==> config.mk <==
export PLATFORM = sky130hd
export DESIGN_NAME = gf_mult_iter
export DESIGN_NICKNAME = d
export VERILOG_FILES = /design/src/rtl/aes_pkg.sv /design/src/rtl/gf_xtime.sv /design/src/rtl/gf_mult_iter.sv
export SDC_FILE = /design/constraint.sdc
export NUM_CORES = 1
export LEC_CHECK = 0
export CELL_PAD_IN_SITES_DETAIL_PLACEMENT = 0
export CELL_PAD_IN_SITES_GLOBAL_PLACEMENT = 1
export CORE_MARGIN = 10
export CORE_UTILIZATION = 30
export CTS_CLUSTER_DIAMETER = 80
export DETAILED_ROUTE_END_ITERATION = 10
export GPL_ROUTABILITY_DRIVEN = 0
export PLACE_DENSITY_LB_ADDON = 0.08
export SLEW_MARGIN = 30
export SYNTH_ARGS = -nofsm -noshare
export SYNTH_HDL_FRONTEND = slang
export SYNTH_SLANG_ARGS = --single-unit
==> constraint.sdc <==
create_clock -name clk -period 9.4 [get_ports clk]
set_clock_uncertainty 0.1 [all_clocks]
set_input_delay 1.88 -clock clk [delete_from_list [all_inputs] [get_ports clk]]
set_output_delay 1.88 -clock clk [all_outputs]
set_load 0.05 [all_outputs]
==> src/rtl/aes_pkg.sv <==
// Shared GF(2^8) constants and the iterative multiplier state encoding.
package aes_pkg;

   localparam logic [7:0] GF_POLY_AES = 8'h1B;

   typedef enum logic [1:0] {
      IDLE = 2'd0,
      BUSY = 2'd1,
      DONE = 2'd2
   } gf_state_t;

endpackage

==> src/rtl/gf_xtime.sv <==
// Multiply-by-x in GF(2^8): shift left, fold the carried-out x^8 back in via POLY.
module gf_xtime #(
   parameter logic [7:0] POLY = 8'h1B
) (
   input  logic [7:0] v,
   output logic [7:0] y
);

   always_comb begin
      y = {v[6:0], 1'b0} ^ (v[7] ? POLY : 8'h00);
   end

endmodule

==> src/rtl/gf_mult_iter.sv <==
// Bit-serial GF(2^8) multiplier: LANES byte products computed MSB-first over 8 cycles.
module gf_mult_iter
   import aes_pkg::*;
#(
   parameter int         LANES = 4,
   parameter logic [7:0] POLY  = GF_POLY_AES
) (
   input  logic               clk,
   input  logic               rst,
   input  logic               in_valid,
   output logic               in_ready,
   input  logic [8*LANES-1:0] in_a,
   input  logic [8*LANES-1:0] in_b,
   output logic               out_valid,
   input  logic               out_ready,
   output logic [8*LANES-1:0] out_p
);

   gf_state_t  state, state_nxt;
   logic [2:0] cnt;
   logic       accept;

   logic [7:0] a_q    [LANES];
   logic [7:0] b_q    [LANES];
   logic [7:0] acc    [LANES];
   logic [7:0] acc_xt [LANES];

   assign accept = (state == IDLE) && in_valid;

   always_ff @(posedge clk) begin
      if (!rst) begin
         state <= IDLE;
         cnt   <= 3'd0;
      end else begin
         state <= state_nxt;
         if (accept) begin
            cnt <= 3'd0;
         end else if (state == BUSY) begin
            cnt <= cnt + 3'd1;
         end
      end
   end

   always_comb begin
      state_nxt = state;
      case (state)
         IDLE:    if (in_valid)     state_nxt = BUSY;
         BUSY:    if (cnt == 3'd7)  state_nxt = DONE;
         DONE:    if (out_ready)    state_nxt = IDLE;
         default:                   state_nxt = IDLE;
      endcase
   end

   always_comb begin
      in_ready  = 1'b0;
      out_valid = 1'b0;
      case (state)
         IDLE:    in_ready  = 1'b1;
         DONE:    out_valid = 1'b1;
         default: ;
      endcase
   end

   for (genvar g = 0; g < LANES; g++) begin : g_lane
      gf_xtime #(
         .POLY (POLY)
      ) u_xtime (
         .v (acc[g]),
         .y (acc_xt[g])
      );
   end

   // Horner step: acc = acc*x + b[7-cnt]*a; the accumulator doubles as the result register in DONE.
   always_ff @(posedge clk) begin
      for (int i = 0; i < LANES; i++) begin
         if (!rst) begin
            acc[i] <= 8'h00;
         end else if (accept) begin
            a_q[i] <= in_a[8*i +: 8];
            b_q[i] <= in_b[8*i +: 8];
            acc[i] <= 8'h00;
         end else if (state == BUSY) begin
            acc[i] <= acc_xt[i] ^ (b_q[i][3'd7 - cnt] ? a_q[i] : 8'h00);
         end
      end
   end

   always_comb begin
      out_p = '0;
      for (int i = 0; i < LANES; i++) begin
         out_p[8*i +: 8] = acc[i];
      end
   end

endmodule

==> summary.md, run 1 <==
| Metric | Value |
|---|---|
| TritonCTS clock tree | yes |
| DIE HEIGHT | around 140 um |
| Cts hold-fix bufs | 0 |
| Post-CTS Setup Inserts | 0 |
| Crit Path Category | flop to primary output |
| DRC | 0 |
| Core ar. | between 10000 and 15000 um^2 |
| Syn nets | 349 |
| Reg2reg path depth | 4 |
| CTS Buffer Depth | 2 |
| Area Growth Syn to Fin | 33.87% |
| Worst hold path type | flop to flop |
| Final setup viols | 0 |
| Routed len/inst | between 15 and 20 um |
| H-tree levels | 3 |
| Crit-path max FO | 7 |
| Critical Path Sink Type | primary output |
| Unrepaired setup endpoints after global routing | false |
| CTS root buf | clkbuf_16 |
| Vias in the first global route | approximately 2700 |
| Clk_lat worst skew | between 300 and 400 ps |
| Worst setup endpoint | out_valid |
| Share of cells above drive strength 1 | a little over a tenth |
| Hold Crit Depth | 1 |
| Clk sinks | roughly 100 |
| GRT Total Usage | under 10% |
| Final Max Slew Viols | 0 |
| Yosys Warn Count | 0 |
| Worst Min Path Start | a_q[1][2]$_DFFE_PP_ |
| Most frequent cells in the layout | clkdlybuf4s50_1 (101), edfxtp_1 (96), a21oi_1 (32), nor2_1 (26), nand2_1 (22) |
| R2r setup slk | roughly 7000 ps |
| #FFs+latches synth | 101 |
| LEAKAGE | between 1.5 and 2 nW |
| Yosys cell types | 27 |
| Slew @ Worst Pin | ~910 ps |
| Min Tclk post-route | about 3800 ps |
| CTS Buf Count | 9 |
| Req. time, crit path | about 7400 ps |
| Synthesized area per cell | 15.24 um^2 |
| Mapped Cells | between 200 and 300 |
| Startpoint Class | flop |
| Syn Std Cell Area | between 4000 and 5000 um^2 |
| Tot Pwr | just over 1 mW |
| Post-DRT Antenna Nets | 0 |
| Most common cell after layout, fill and taps aside | clkdlybuf4s50_1 |
| Die W | approximately 140 um |
| Antenna violations before repair | 0 |
| Largest net degree at the start of global routing | 45 |
| N_diodes | 0 |
| Total Nets Final | 449 |
| Initial drt markers | roughly 140 |
| # resized after CTS | 0 |
| VDD IR max | around 0.00012 V |
| Worst setup path startpoint | state[1]$_SDFFE_PN0P_ |
| Rows | 43 |
| Final period util | 40.66% |
| IO buf count | 101 |
| First-pass GRT wire length | between 10000 and 15000 um |
| Wirelength, routed | just under 10000 um |
| PwrDens | 181.1 nW/um^2 |
| Slew HR | approximately two fifths |
| Status | completed |
| Reg2reg start | cnt[0]$_SDFFE_PP0N_ |
| Sequential area share after synthesis | 70.16% |
| Gr ovfl total | 0 |
| Starting Density | 30.63% |
| Die area | 19330 um^2 |
| 1st-pass router iterations | 4 |
| Vias per inst | approximately 4.7 |
| Vias post-DR | between 2000 and 3000 |
| # IOs | between 100 and 150 |
| HPWL after DPL | 6711 um |
| RR Endpoint | acc[3][3]$_SDFFCE_PN0P_ |
| Endpoints failing hold | 0 |
| Clock transition at path regs | 70 ps |
| Post-route setup TNS | 0 ps |
| Max Fclk | between 200 and 300 MHz |
| Crit path DAT | 1840 ps |
| Max-cap viol count | 0 |
-- flip-flops by register name, summed over array words and instances (netlist names) --
name and count:
cnt 3, a_q 32, b_q 32, acc 32, state 2
-- cells by family (layout without fill, tap and decap cells) --
kind of cell	count (synthesis)	count (layout)	synth area share (%)
flip-flops	101	101	70.16
XOR/XNOR	12	12	2.472
buffers and inverters	17	122	2.590
multiplexers	13	13	5.886
AO/OA/AOI/OAI	56	56	8.623
AND/OR/NAND/NOR	78	78	9.683
adder cells (fa/ha/maj)	2	2	0.5885
-- cells in the mapped netlist --
cell type / n / area (um^2)
buf_4: 1 / 7.510
or2_2: 1 / 6.260
and3b_1: 1 / 8.760
nor2b_1: 1 / 6.260
edfxtp_1: 96 / 2883
inv_1: 2 / 7.510
mux2_4: 4 / 60.06
a21oi_1: 32 / 160.2
and2b_1: 1 / 7.510
xor2_1: 12 / 105.1
buf_6: 5 / 56.30
mux2i_1: 1 / 10.01
nand2_1: 23 / 86.33
dfxtp_1: 5 / 100.1
a22oi_1: 3 / 22.52
a31o_1: 20 / 175.2
buf_1: 4 / 15.01
ha_1: 2 / 25.02
a2111oi_0: 1 / 8.760
nor3b_2: 8 / 100.1
clkbuf_1: 4 / 15.01
mux4_2: 8 / 180.2
nor4b_1: 1 / 8.760
nand3_1: 12 / 60.06
nor3b_1: 4 / 30.03
nor2_1: 26 / 97.59
dlygate4sd1_1: 1 / 8.760
-- power by group --
part | internal, mW | switching, mW | leakage, nW | total, mW
Combinational | 0.0629 | 0.0815 | 0.856 | 0.144
Clock | 0.180 | 0.170 | 0.131 | 0.350
Sequential | 0.519 | 0.0174 | 0.997 | 0.536
-- worst min path at each step --
stage | to | slack (ps)
2_1_floorplan | state[0]$_SDFFE_PN0P_ | 390
5_1_grt | acc[2][6]$_SDFFCE_PN0P_ | 500
3_5_place_dp | acc[2][5]$_SDFFCE_PN0P_ | 460
6_report | acc[1][2]$_SDFFCE_PN0P_ | 480
3_3_place_gp | acc[1][6]$_SDFFCE_PN0P_ | 450
4_1_cts | state[0]$_SDFFE_PN0P_ | 480
-- per-layer routing --
| metal | share of wire, % | vias to the layer above | global-route usage [%] |
|---|---|---|---|
| li1 | - | 1269 | - |
| met1 | 45 | 1269 | 11.63 |
| met2 | 46 | 85 | 15.21 |
| met3 | 7.7 | 8 | 5.171 |
| met4 | 1.2 | 0 | 2.965 |
| met5 | 0 | - | 0 |
-- critical path, cell delays in order (launching register included) --
cell and delay (ps):
dfxtp_1 440, nor2b_1 210, clkdlybuf4s50_1 850
-- stage by stage --
step	cell area [um^2]	setup WS, ps	std cells	utilization, %	hold WS (ps)
after global routing	5692	5443	564	41.00	495.7
after detailed placement	5416	5423	548	39.02	460.8
final	5692	5578	564	41.00	482.2
after global placement	5414	5304	548	39.00	451.3
after floorplan	4252	92.95	279	-	391.4
after CTS	5692	5539	564	41.00	481.8
-- cell type report --
class	count	area, um^2
Fill cell	1322	8189
Inverter	2	7.507
Timing Repair Buffer	104	1033
Clock buffer	9	225.2
Sequential cell	101	2983
Clock inverter	7	50.05
Multi-Input combinational cell	161	1167
Tap cell	180	225.2
(Power assumes the default switching activity.)
==> inputs of run 2 (changes only) <==
- clock period: 9.4 -> 3.5 ns (I/O delays scaled with it)
==> run 2 against run 1 <==
  * First-iteration DRC count is 16% higher
  * Final area is 1.3% higher
  * Clock power grew to 3.1 times the previous value
  * Die area stayed put
  * Routed wire length is 4.2% higher
  * Cell count is 0.35% higher
  * Critical endpoint unchanged
  * Clock-buffer cell count is 2 higher
  * Power grew to 2.8 times the previous value
  * Worst setup slack worse by 4800 ps
  * Combinational power grew to 2.7 times the previous value
  * Sequential power grew to 2.7 times the previous value
==> summary.md, run 2 (synthesis results as in run 1) <==
| Metric | Value |
|---|---|
| Endpoints failing hold | 0 (unchanged) |
| Area Growth Syn to Fin | 35.58% |
| Largest registers | a_q x32, acc x32, b_q x32 |
| # IOs | 102 (unchanged) |
| Status | completed |
| Placed cell areas | 5438 um^2 (+0.39%) |
| Share of cells above drive strength 1 | 10.88% (+0.46 points) |
| Most frequent cells in the layout | clkdlybuf4s50_1 (101), edfxtp_1 (96), a21oi_1 (32), nor2_1 (26), nand2_1 (23) |
| Slew HR | 40.66% (+1.2 points) |
| Clk_lat worst skew | 350 ps (about the same) |
| Tot Pwr | 2.919 mW (+180%) |
| Max Fclk | approximately 370 MHz |
| Crit-path max FO | 7 (unchanged) |
| Final Max Slew Viols | 0 (unchanged) |
| Crit path cell chain | nor2b_1 -> clkdlybuf4s50_1 |
| Initial drt markers | 161 (+16%) |
| Critical Path Sink Type | primary output |
| Finished Cell Area | 5764 um^2 (+1.3%) |
| HPWL after DPL | 6986 um (+4.1%) |
| H-tree levels | 3 (unchanged) |
| Vias per inst | 4.618 (-1.0%) |
| Worst hold slack | 480.9 ps (-1.359 ps) |
| PwrDens | 506.5 nW/um^2 (+180%) |
| CP max stage cell | clkdlybuf4s50_1 |
| Req. time, crit path | 2700 ps (-4720 ps) |
| Vias post-DR | 2614 (-0.65%) |
| CTS Buffer Depth | 2 (unchanged) |
| Vias in the first global route | 2822 (+5.3%) |
| Largest net degree at the start of global routing | 41 (-8.9%) |
| Total placed cells including tap cells | 550 (+0.36%) |
| Post-DRT Antenna Nets | 0 (unchanged) |
| N_diodes | 0 (unchanged) |
| Final setup viols | 0 (unchanged) |
| Total Nets Final | 451 (+0.45%) |
| Post-CTS Setup Inserts | 0 (unchanged) |
| Starting Density | 30.63% (unchanged) |
| Final cell count without fillers | 566 (+0.35%) |
| # fillers | 1299 (-1.7%) |
| GRT Total Usage | 10.37% (+0.51 points) |
| Most common cell after layout, fill and taps aside | clkdlybuf4s50_1 |
| Min Tclk post-route | approximately 2700 ps |
| Unrepaired setup endpoints after global routing | false |
| Antenna violations before repair | 0 (unchanged) |
| 1st-pass router iterations | 4 (unchanged) |
| Max-cap viol count | 0 (unchanged) |
| Clock transition at path regs | 70 ps (about the same) |
| First-pass GRT wire length | 15700 um (+5.0%) |
| Gr ovfl total | 0 (unchanged) |
| Routed len/inst | 17.69 um (+3.9%) |
| Die area | 19330 um^2 (unchanged) |
| Post-route setup TNS | 0 ps (unchanged) |
| VDD IR max | 0.0003098 V (+150%) |
| DIE HEIGHT | 139.0 um (unchanged) |
| Die W | 139.0 um (unchanged) |
| Crit Path Category | flop to primary output |
| Cts hold-fix bufs | 0 (unchanged) |
| DRC | 0 (unchanged) |
| Clk sinks | 101 (unchanged) |
| Slew @ Worst Pin | 890.2 ps (-17.83 ps) |
| Startpoint Class | flop |
| CTS Buf Count | 9 (unchanged) |
| LEAKAGE | 2.018 nW (+1.7%) |
| Crit path DAT | 1890 ps (+50 ps) |
| Wirelength, routed | 10020 um (+4.2%) |
| IO buf count | 101 (unchanged) |
| TritonCTS clock tree | yes |
| CTS root buf | clkbuf_16 |
| Largest stage delay on the critical path | 860 ps (about the same) |
| Worst hold path type | flop to flop |
| Core ar. | 13880 um^2 (unchanged) |
| # resized after CTS | 0 (unchanged) |
| Rows | 43 (unchanged) |
| Final period util | about three quarters |
[run 2: changes by cell type in the layout (fill, tap and decap cells not counted), moves of 2 or more]
cell and change:
clkinv_1 -2, bufinv_16 +2, clkinv_4 -2, buf_4 +2
[run 2: worst paths after layout]
kind / from / to / slack [ps] / cells after the start
max: state[1]$_SDFFE_PN0P_ / out_valid / 810 / 2
min: a_q[1][6]$_DFFE_PP_ / acc[1][6]$_SDFFCE_PN0P_ / 480 / 1
max reg2reg: cnt[0]$_SDFFE_PP0N_ / acc[0][4]$_SDFFCE_PN0P_ / 1180 / 4
min reg2reg: a_q[1][6]$_DFFE_PP_ / acc[1][6]$_SDFFCE_PN0P_ / 480 / 1
[run 2: final cells by class]
| type | count | area (um^2) | area share [%] |
|---|---|---|---|
| inverters | 2 | 7.507 | 0.1302 |
| well taps | 180 | 225.2 | 3.907 |
| clock buffers | 11 | 242.7 | 4.211 |
| repair buffers | 106 | 1049 | 18.19 |
| flip-flops and latches | 101 | 2983 | 51.75 |
| clock inverters | 5 | 83.83 | 1.454 |
| multi-input cells | 161 | 1174 | 20.36 |
[run 2: where the power goes]
part / total (mW) / switching, mW / leakage, nW / internal, mW
clock network: 1.09 / 0.438 / 0.152 / 0.648
registers: 1.44 / 0.0472 / 0.997 / 1.39
logic: 0.393 / 0.222 / 0.869 / 0.171
total: 2.92 / 0.707 / 2.02 / 2.21
[run 2: per-layer routing]
layer / track usage, % / routed length, um
met1: 12.06 / 4407
met4: 3.460 / 127
met3: 4.521 / 584
met2: 16.74 / 4895
met5: 0 / 0
[run 2: metrics by stage]
step,util (%),setup WS [ps]
after floorplan,-,74.50
after global placement,39.17,865.1
after detailed placement,39.17,828.9
after CTS,41.53,743.3
after global routing,41.53,642.4
final,41.53,809.1
[run 2: critical path, delay by kind of cell, from the launching register on]
family | cells | cell delay (ps)
AND/OR/NAND/NOR | 1 | 230
buffers and inverters | 1 | 860
flip-flops | 1 | 450
